### src/rtl/adc_emulator_pkg.sv
// Shared constants and FSM encoding for the serial ADC responder.
// The module parameters default to the constants below.
package adc_emulator_pkg;

  localparam int WIDTH_DEF      = 12;
  localparam int LEAD_ZEROS_DEF = 4;
  localparam int FRAME_BITS     = LEAD_ZEROS_DEF + WIDTH_DEF;
  localparam int BITCNT_W       = $clog2(FRAME_BITS + 1);

  typedef enum logic [1:0] {
    IDLE  = 2'd0,
    SHIFT = 2'd1,
    DONE  = 2'd2
  } state_t;

endpackage

### src/rtl/adc_emulator_sample_fifo.sv
// Small sample queue feeding the ADC responder.
// A push is accepted when full only if a pop happens in the same cycle.
module sample_fifo #(
  parameter int WIDTH = 12,
  parameter int DEPTH = 4
) (
  input  logic             clk,
  input  logic             reset,
  input  logic             push,
  input  logic             pop,
  input  logic [WIDTH-1:0] din,
  output logic [WIDTH-1:0] head,
  output logic             full,
  output logic             empty
);

  localparam int PTR_W = $clog2(DEPTH);
  localparam int CNT_W = $clog2(DEPTH + 1);

  logic [WIDTH-1:0] mem_r [DEPTH];
  logic [PTR_W-1:0] wr_ptr_r;
  logic [PTR_W-1:0] rd_ptr_r;
  logic [CNT_W-1:0] count_r;
  logic             wr_en_s;
  logic             rd_en_s;

  assign full    = (count_r == CNT_W'(DEPTH));
  assign empty   = (count_r == CNT_W'(0));
  assign head    = mem_r[rd_ptr_r];
  assign wr_en_s = push & (~full | pop);
  assign rd_en_s = pop & ~empty;

  // Storage, pointers and occupancy; pointers wrap because DEPTH is a power of 2.
  always_ff @(posedge clk or posedge reset) begin
    if (reset) begin
      for (int i = 0; i < DEPTH; i++) mem_r[i] <= '0;
      wr_ptr_r <= '0;
      rd_ptr_r <= '0;
      count_r  <= '0;
    end else begin
      if (wr_en_s) begin
        mem_r[wr_ptr_r] <= din;
        wr_ptr_r        <= wr_ptr_r + PTR_W'(1);
      end
      if (rd_en_s) rd_ptr_r <= rd_ptr_r + PTR_W'(1);
      case ({wr_en_s, rd_en_s})
        2'b10:   count_r <= count_r + CNT_W'(1);
        2'b01:   count_r <= count_r - CNT_W'(1);
        default: count_r <= count_r;
      endcase
    end
  end

endmodule

### src/rtl/adc_emulator.sv
// Responder end of the adc_clk/adc_cs/adc_sd link: synchronises the master's
// strobes into clk and shifts queued samples out MSB first behind leading zeros.
module adc_emulator
  import adc_emulator_pkg::*;
#(
  parameter int WIDTH       = WIDTH_DEF,
  parameter int LEAD_ZEROS  = LEAD_ZEROS_DEF,
  parameter int DEPTH       = 4,
  parameter int SYNC_STAGES = 2
) (
  input  logic             clk,
  input  logic             reset,
  input  logic             adc_clk,
  input  logic             adc_cs,
  output logic             adc_sd,
  input  logic [WIDTH-1:0] in_data,
  input  logic             in_valid,
  output logic             in_ready,
  output logic             frame_done,
  output logic             aborted,
  output logic             underrun
);

  localparam int FRAME_LEN = LEAD_ZEROS + WIDTH;
  localparam int CNT_W     = $clog2(FRAME_LEN + 1);

  logic [SYNC_STAGES-1:0] cs_sync_r;
  logic [SYNC_STAGES-1:0] sclk_sync_r;
  logic                   cs_prev_r;
  logic                   sclk_prev_r;
  logic                   cs_s;
  logic                   sclk_s;
  logic                   cs_fall_s;
  logic                   cs_rise_s;
  logic                   sclk_fall_s;

  state_t                 state_r;
  logic [FRAME_LEN-1:0]   shreg_r;
  logic [FRAME_LEN-1:0]   load_s;
  logic [CNT_W-1:0]       bitcnt_r;
  logic [WIDTH-1:0]       last_sample_r;
  logic                   sd_r;
  logic                   done_r;
  logic                   abort_r;
  logic                   under_r;

  logic [WIDTH-1:0]       head_s;
  logic                   full_s;
  logic                   empty_s;
  logic                   push_s;
  logic                   pop_s;

  assign cs_s        = cs_sync_r[SYNC_STAGES-1];
  assign sclk_s      = sclk_sync_r[SYNC_STAGES-1];
  assign cs_fall_s   = cs_prev_r & ~cs_s;
  assign cs_rise_s   = ~cs_prev_r & cs_s;
  assign sclk_fall_s = sclk_prev_r & ~sclk_s;

  // The frame-start pop frees a slot, so a waiting push may land in that same cycle.
  assign in_ready    = ~full_s | pop_s;
  assign push_s      = in_valid & in_ready;

  assign adc_sd      = sd_r;
  assign frame_done  = done_r;
  assign aborted     = abort_r;
  assign underrun    = under_r;

  sample_fifo #(
    .WIDTH (WIDTH),
    .DEPTH (DEPTH)
  ) u_fifo (
    .clk   (clk),
    .reset (reset),
    .push  (push_s),
    .pop   (pop_s),
    .din   (in_data),
    .head  (head_s),
    .full  (full_s),
    .empty (empty_s)
  );

  // Synchronisers and edge-detect history, idling at the bus-idle level (high).
  always_ff @(posedge clk or posedge reset) begin
    if (reset) begin
      cs_sync_r   <= '1;
      sclk_sync_r <= '1;
      cs_prev_r   <= 1'b1;
      sclk_prev_r <= 1'b1;
    end else begin
      cs_sync_r   <= {cs_sync_r[SYNC_STAGES-2:0], adc_cs};
      sclk_sync_r <= {sclk_sync_r[SYNC_STAGES-2:0], adc_clk};
      cs_prev_r   <= cs_s;
      sclk_prev_r <= sclk_s;
    end
  end

  // Frame load: fresh FIFO head when available, otherwise repeat the last sample.
  always_comb begin
    pop_s  = 1'b0;
    load_s = FRAME_LEN'(last_sample_r);
    if ((state_r == IDLE) && cs_fall_s && !empty_s) begin
      pop_s  = 1'b1;
      load_s = FRAME_LEN'(head_s);
    end else begin
      pop_s  = 1'b0;
    end
  end

  // Frame FSM; an abort (cs_rise) takes priority over a same-cycle shift.
  always_ff @(posedge clk or posedge reset) begin
    if (reset) begin
      state_r       <= IDLE;
      shreg_r       <= '0;
      bitcnt_r      <= '0;
      last_sample_r <= '0;
      sd_r          <= 1'b0;
      done_r        <= 1'b0;
      abort_r       <= 1'b0;
      under_r       <= 1'b0;
    end else begin
      done_r  <= 1'b0;
      abort_r <= 1'b0;
      under_r <= 1'b0;
      case (state_r)
        IDLE: begin
          if (cs_fall_s) begin
            shreg_r  <= load_s;
            bitcnt_r <= '0;
            sd_r     <= load_s[FRAME_LEN-1];
            under_r  <= empty_s;
            state_r  <= SHIFT;
            if (!empty_s) last_sample_r <= head_s;
          end
        end
        SHIFT: begin
          if (cs_rise_s) begin
            sd_r    <= 1'b0;
            abort_r <= 1'b1;
            state_r <= IDLE;
          end else if (sclk_fall_s) begin
            if (bitcnt_r == CNT_W'(FRAME_LEN - 1)) begin
              sd_r     <= 1'b0;
              done_r   <= 1'b1;
              bitcnt_r <= CNT_W'(FRAME_LEN);
              state_r  <= DONE;
            end else begin
              shreg_r  <= {shreg_r[FRAME_LEN-2:0], 1'b0};
              bitcnt_r <= bitcnt_r + CNT_W'(1);
              sd_r     <= shreg_r[FRAME_LEN-2];
            end
          end
        end
        DONE: begin
          sd_r <= 1'b0;
          if (cs_rise_s) state_r <= IDLE;
        end
        default: begin
          sd_r    <= 1'b0;
          state_r <= IDLE;
        end
      endcase
    end
  end

endmodule

### config.mk
export PLATFORM = sky130hd
export DESIGN_NAME = adc_emulator
export DESIGN_NICKNAME = d
export VERILOG_FILES = /design/src/rtl/adc_emulator_pkg.sv /design/src/rtl/adc_emulator_sample_fifo.sv /design/src/rtl/adc_emulator.sv
export SDC_FILE = /design/constraint.sdc
export NUM_CORES = 1
export LEC_CHECK = 0
export ABC_CLOCK_PERIOD_IN_PS = 8000
export BUFFER_PORTS_ARGS = -buffer_cell sky130_fd_sc_hd__buf_4
export CELL_PAD_IN_SITES_DETAIL_PLACEMENT = 2
export CELL_PAD_IN_SITES_GLOBAL_PLACEMENT = 2
export CORE_ASPECT_RATIO = 1.2
export CORE_MARGIN = 4
export CORE_UTILIZATION = 35
export CTS_CLUSTER_DIAMETER = 150
export CTS_CLUSTER_SIZE = 16
export DETAILED_ROUTE_END_ITERATION = 8
export PLACE_DENSITY_LB_ADDON = 0.08
export SLEW_MARGIN = 20
export SYNTH_ARGS = -nofsm -noshare
export SYNTH_HDL_FRONTEND = slang
export SYNTH_SLANG_ARGS = --single-unit
### constraint.sdc
create_clock -name clk -period 8 [get_ports clk]
set_input_delay 0.8 -clock clk [delete_from_list [all_inputs] [get_ports clk]]
set_output_delay 0.8 -clock clk [all_outputs]
set_load 0.02 [all_outputs]
==> out/qor.txt, run 1 <==
syn_nets - 341
Max Slew Vio Count - 0
via-per-instance ratio - 5.11
Final Skew - 7.16 ps
nature of the critical path endpoint - flop
# hold bufs at CTS - 0
clk_lat worst skew - 350 ps
most used routing layer in global routing - met2
Maximum Capacitance Violations - 0
DR iter-0 viols - 55
CTS clk-pin slew, worst paths - 70 ps
ys async rst share - 1.00
number of enable flip-flop cells after synthesis - 0
gr ovfl total - 0
total power - 1.81 mW
Post-CTS Setup Inserts - 0
vias in the first global route - 2,829
DRC violations left - 0
met2 GRT Util - 0.248
DP Area - 4700 µm²
# setup viols final - 0
core area - 12,200 µm²
Synth top area share - 0.527
RSZ-0062 raised after global routing - false
initial core utilization - 0.361
main combinational cell family by area after synthesis - multiplexers
critical path startpoint category - flop
most common cell after layout, fill and taps aside - dfrtp_1
non-filler cells, final - 499
post-synthesis mux area share - 0.219
Die Wd - 111 µm
adder-cell share of the synthesized area - 0.0244
Avg Cell Area, Syn - 14.0 µm²
IR drop worst, VDD - 0.127 mV
critical path class - reg2reg
Post-Synthesis Cells - 316
post-route minimum period - 2910 ps
pwr dens - 364 nW/µm²
clock root cell - clkbuf_16
Diodes inserted - 0
Clock Sinks - 99
Max Freq - 0.344 GHz
Slew Limit Headroom - 0.346
TritonCTS clock tree - built
post-synthesis compound-gate area fraction - 0.0757
drt total wl - 9280 µm
worst hold path type - reg2reg
Post-DP HPWL - 6120 µm
number of iterations in the first detailed-routing pass - 3
Yosys reg bits - 99
# nets final - 358
first-pass GRT wire length - 15,500 µm
post-route cell area - 4980 µm²
Ys Warns - 0
htree depth - 3
routing usage on met1 - 0.163
largest net degree at the start of global routing - 76
status - completed
WP data required - 8270 ps
CTS Buf Count - 9
share of cells above drive strength 1 - 0.382
Area growth syn-to-layout - 12.8%
Via Count - 2,550
setup_tns - 0 ps
most frequent cells in the layout - dfrtp_1 (93), mux2_2 (61), buf_4 (23)
cell taking the most area after synthesis - dfrtp_1
simple-gate share of the synthesized area - 0.0720
Final Wtd Congestion - 0.745
buffer depth of the longest clock path - 2
Primary FF master, synth - dfrtp_1
Unique masters post-synth - 42
# rows - 44
# IOs - 22
number of gates resized after cts - 0
Arr. time, crit path - 3170 ps
Routed Antenna Nets - 0
final worst-path cycle share - 0.363
Critical Path Fanout Max - 15
Area contributors post-synth - dfrtp_1 (53%), mux2_2 (16%), mux4_2 (6.1%)
M3 GR Usage - 0.0216
Die Area - 14,500 µm²
Overall Global Routing Usage - 0.138
Hold Vio Cnt, Final - 0
routed wire length per instance - 18.6 µm
Mapped Area - 4420 µm²
die span in y - 131 µm
Util after Layout - 0.407
sequential area share after synthesis - 0.563
Worst-Margin Slew - 971 ps
Inst Count DP - 483
I/O Buffers - 21
Leak Pwr - 2.19 nW
XOR/XNOR Fraction of Synth Area - 0.0139
initial antenna violation count - 0
## power breakdown
group / leakage, nW / switching [mW] / internal, mW
Combinational: 0.858 / 0.212 / 0.337
Clock: 0.132 / 0.196 / 0.212
Sequential: 1.20 / 0.141 / 0.713
## state kept, by name, indices dropped and copies added, names as in the netlist
| register | flops |
|---|---|
| frame_done | 1 |
| cs_sync_r | 2 |
| u_fifo.count_r | 3 |
| u_fifo.rd_ptr_r | 2 |
| state_r | 2 |
| sclk_prev_r | 1 |
| underrun | 1 |
| sclk_sync_r | 2 |
| cs_prev_r | 1 |
| u_fifo.wr_ptr_r | 2 |
| u_fifo.mem_r | 48 |
| bitcnt_r | 5 |
| adc_sd | 1 |
| shreg_r | 15 |
| aborted | 1 |
| last_sample_r | 12 |
## critical path, stage by stage (launching register included)
cell	delay [ps]
dfrtp_1	500
nor4b_2	300
buf_4	240
and2_1	640
ha_1	300
inv_1	60
fa_1	370
xor2_1	150
nor2_1	110
xor2_1	150
## layout make-up
class	instances	area, µm²
sequential	99	2480
timing repair buffer	23	173
clock buffer	9	225
tap	161	201
clock inverter	7	55.1
multi-input combinational	191	1800
fill	1285	7240
inverter	9	36.3
## metrics by stage
step / hold slack, ps / setup slack (ps)
final: 364 / 5090
after global routing: 368 / 4870
after CTS: 368 / 5060
after detailed placement: 358 / 5040
after global placement: 358 / 5130
after floorplan: 345 / 4620
## routing by layer
layer	share of wire	up-vias
met5	0	-
met4	0.017	0
met3	0.015	10
met2	0.53	19
met1	0.44	1352
li1	-	1169
## worst paths after layout
check,start,to,slack (ps),depth (start not counted)
max reg2reg,state_r[1]$_DFFE_PP0P_,u_fifo.count_r[2]$_DFFE_PP0P_,5090,9
max,state_r[1]$_DFFE_PP0P_,u_fifo.count_r[2]$_DFFE_PP0P_,5090,9
max in group asynchronous,reset,last_sample_r[5]$_DFFE_PP0P_,6310,3
min,sclk_sync_r[0]$_DFF_PP1_,sclk_sync_r[1]$_DFF_PP1_,360,0
min reg2reg,sclk_sync_r[0]$_DFF_PP1_,sclk_sync_r[1]$_DFF_PP1_,360,0
min in group asynchronous,reset,underrun$_DFF_PP0_,420,2
## logic make-up (layout without fill, tap and decap cells)
| family | after synthesis | after routing |
|---|---|---|
| AOI/OAI and AO/OA | 42 | 42 |
| xor gates and xnor gates | 7 | 7 |
| muxes | 74 | 74 |
| and+or+nand+nor | 60 | 60 |
| adders and majority gates | 8 | 8 |
| buffers and inverters | 26 | 48 |
| DFF | 99 | 99 |
## synth_stat cells, drive strengths merged, types with 4 or more instances
master	instances
a211o	11
a22o	6
buf	9
clkbuf	8
dfrtp	93
dfstp	6
ha	7
inv	9
mux2	61
mux4	12
nand2	19
nand2b	4
nor2	8
nor3	12
o21a	11
o21ai	4
xnor2	4
Power figures use the tool's default switching activity.
==> inputs of run 2 (changes only) <==
--- a/config.mk
+++ b/config.mk
@@ -5,7 +5,7 @@
 export SDC_FILE = /design/constraint.sdc
 export NUM_CORES = 1
 export LEC_CHECK = 0
-export ABC_CLOCK_PERIOD_IN_PS = 8000
+export ABC_CLOCK_PERIOD_IN_PS = 2850
 export BUFFER_PORTS_ARGS = -buffer_cell sky130_fd_sc_hd__buf_4
 export CELL_PAD_IN_SITES_DETAIL_PLACEMENT = 2
 export CELL_PAD_IN_SITES_GLOBAL_PLACEMENT = 2
==> constraint.sdc (replaced) <==
create_clock -name clk -period 2.85 [get_ports clk]
set_input_delay 0.285 -clock clk [delete_from_list [all_inputs] [get_ports clk]]
set_output_delay 0.285 -clock clk [all_outputs]
set_load 0.02 [all_outputs]
==> run 2 against run 1 <==
Cell area rose by 0.88%; global-route usage increased by 0.38 points; routed wire length increased by 1.3%; clock-buffer cell count grew 5; die area unchanged; hold slack got worse by 310 ps; setup slack lost 4700 ps; power increased to 2.8 times the previous value; non-clock buffer count is 5 higher; core utilization rose by 0.36 points; sequential share of layout area down 0.44 points.
==> out/qor.txt, run 2 (synthesized netlist as in run 1, its figures left out) <==
status - completed
FF-to-FF setup slack - 350 ps (-4740 ps)
DP Area - 4740 µm² (+0.91%)
Hold Path Depth - 1 (+1)
Hold Path End - sclk_sync_r[0]$_DFF_PP1_
Post-DP HPWL - 6250 µm (+2.2%)
worst hold start - adc_clk
Area growth syn-to-layout - 13.7%
critical path startpoint category - flop
vias in the first global route - 3,075 (+8.7%)
drt total wl - 9410 µm (+1.3%)
RSZ-0062 raised after global routing - false
worst r2r path cells - 9 (unchanged)
most frequent cells in the layout - dfrtp_1 (93), mux2_2 (61), buf_4 (27)
hold slack - 51.1 ps (-312 ps)
share of cells above drive strength 1 - 0.383 (+0.00138)
number of gates resized after cts - 0 (unchanged)
clk_lat worst skew - 340 ps (about the same)
Max Freq - 0.400 GHz (+16%)
Leak Pwr - 2.22 nW (+1.2%)
buffer depth of the longest clock path - 2 (unchanged)
clock root cell - clkbuf_16
Worst-Margin Slew - 684 ps (-287 ps)
I/O Buffers - 21 (unchanged)
Biggest register - u_fifo.mem_r
Max Slew Vio Count - 0 (unchanged)
critical path class - reg2reg
# nets final - 363 (+1.4%)
Diodes inserted - 0 (unchanged)
number of iterations in the first detailed-routing pass - 3 (unchanged)
WP data required - 3070 ps (-5200 ps)
Final Wtd Congestion - 0.753 (+0.99%)
largest net degree at the start of global routing - 100 (+32%)
Arr. time, crit path - 2720 ps (-450 ps)
Final Skew - 8.25 ps (+1.10 ps)
DR iter-0 viols - 67 (+22%)
core area - 12,200 µm² (unchanged)
most common cell after layout, fill and taps aside - dfrtp_1
Hold Vio Cnt, Final - 0 (unchanged)
die span in y - 131 µm (unchanged)
CTS Buf Count - 9 (unchanged)
pwr dens - 1020 nW/µm² (+180%)
Fillers - 1,267 (-1.4%)
TritonCTS clock tree - built
reg-to-reg startpoint - state_r[0]$_DFFE_PP0P_
Maximum Capacitance Violations - 0 (unchanged)
worst hold path type - in2reg
max FFs per register - 48 (unchanged)
# IOs - 22 (unchanged)
IR drop worst, VDD - 0.352 mV (+180%)
first-pass GRT wire length - 16,200 µm (+4.4%)
routed wire length per instance - 18.7 µm (+0.50%)
Routed Antenna Nets - 0 (unchanged)
largest registers - u_fifo.mem_r: 48 flops, shreg_r: 15 flops, last_sample_r: 12 flops
# setup viols final - 0 (unchanged)
DRC violations left - 0 (unchanged)
Clock Sinks - 99 (unchanged)
initial core utilization - 0.361 (unchanged)
Critical Path Fanout Max - 10 (-5)
Die Wd - 111 µm (unchanged)
post-route minimum period - 2500 ps (-408 ps)
# rows - 44 (unchanged)
post-route cell area - 5020 µm² (+0.88%)
Overall Global Routing Usage - 0.142 (+0.00383)
initial antenna violation count - 0 (unchanged)
Slew Limit Headroom - 0.544 (+0.197)
# hold bufs at CTS - 0 (unchanged)
pre-CTS WS - 359 ps (-4680 ps)
Die Area - 14,500 µm² (unchanged)
nature of the critical path endpoint - flop
Post-CTS Setup Inserts - 0 (unchanged)
Worst Slack Setup Final - 352 ps (-4740 ps)
reg2reg end - u_fifo.count_r[2]$_DFFE_PP0P_
htree depth - 3 (unchanged)
final worst-path cycle share - 0.876 (+0.513)
Via Count - 2,582 (+1.3%)
via-per-instance ratio - 5.13 (+0.45%)
gr ovfl total - 0 (unchanged)
setup_tns - 0 ps (unchanged)
CTS clk-pin slew, worst paths - 70 ps (about the same)
[run 2: cell types whose count changed in the layout (fill, tap and decap cells not counted), sizes merged]
cell    delta
clkinv     -5
clkbuf     +5
buf        +5
inv        -1
[run 2: layout make-up]
| class | instances | area, µm² | share of cell area |
|---|---|---|---|
| Sequential cell | 99 | 2480 | 0.495 |
| Multi-Input combinational cell | 191 | 1790 | 0.357 |
| Clock buffer | 14 | 274 | 0.0546 |
| Timing Repair Buffer | 28 | 223 | 0.0443 |
| Tap cell | 161 | 201 | 0.0401 |
| Inverter | 9 | 37.5 | 0.00747 |
| Clock inverter | 1 | 7.51 | 0.00149 |
[run 2: per-stage QoR]
step            util  total power [mW]  instances
5_1_grt        0.411              5.52        503
3_5_place_dp   0.388              4.04        488
6_report       0.411              5.14        503
4_1_cts        0.411              5.23        503
3_3_place_gp   0.388              3.94        488
2_1_floorplan      -              3.61        316
[run 2: critical path, cell delays in order, from the launching register on]
cell and delay, ps:
dfrtp_1 500, or4b_4 610, a31oi_4 340, inv_1 80, ha_1 210, inv_1 70, fa_1 180, xor2_1 170
nor2_1 70, xor2_1 140
[run 2: how the worst max path moves through the flow]
stage                                               end  slack (ps)                    from  cells after the start
after global routing      u_fifo.count_r[2]$_DFFE_PP0P_         190  state_r[0]$_DFFE_PP0P_                      9
after CTS                 u_fifo.count_r[2]$_DFFE_PP0P_         320  state_r[0]$_DFFE_PP0P_                      9
after global placement    u_fifo.count_r[2]$_DFFE_PP0P_         450  state_r[1]$_DFFE_PP0P_                      9
final                     u_fifo.count_r[2]$_DFFE_PP0P_         350  state_r[0]$_DFFE_PP0P_                      9
after detailed placement  u_fifo.count_r[2]$_DFFE_PP0P_         360  state_r[1]$_DFFE_PP0P_                      9
after floorplan           u_fifo.count_r[2]$_DFFE_PP0P_         380  state_r[1]$_DFFE_PP0P_                     11
[run 2: power breakdown]
part / total (mW) / internal [mW] / switching, mW
registers: 2.36 / 2.01 / 0.359
logic: 1.61 / 0.964 / 0.641
clock network: 1.17 / 0.661 / 0.513
total: 5.14 / 3.63 / 1.51
[run 2: layer usage]
metal,global-route usage,vias to the layer above,part of all wire
met4,0.0507,0,0.013
met5,0,-,0
met3,0.0295,7,0.022
met2,0.249,24,0.52
li1,-,1176,-
met1,0.174,1375,0.44
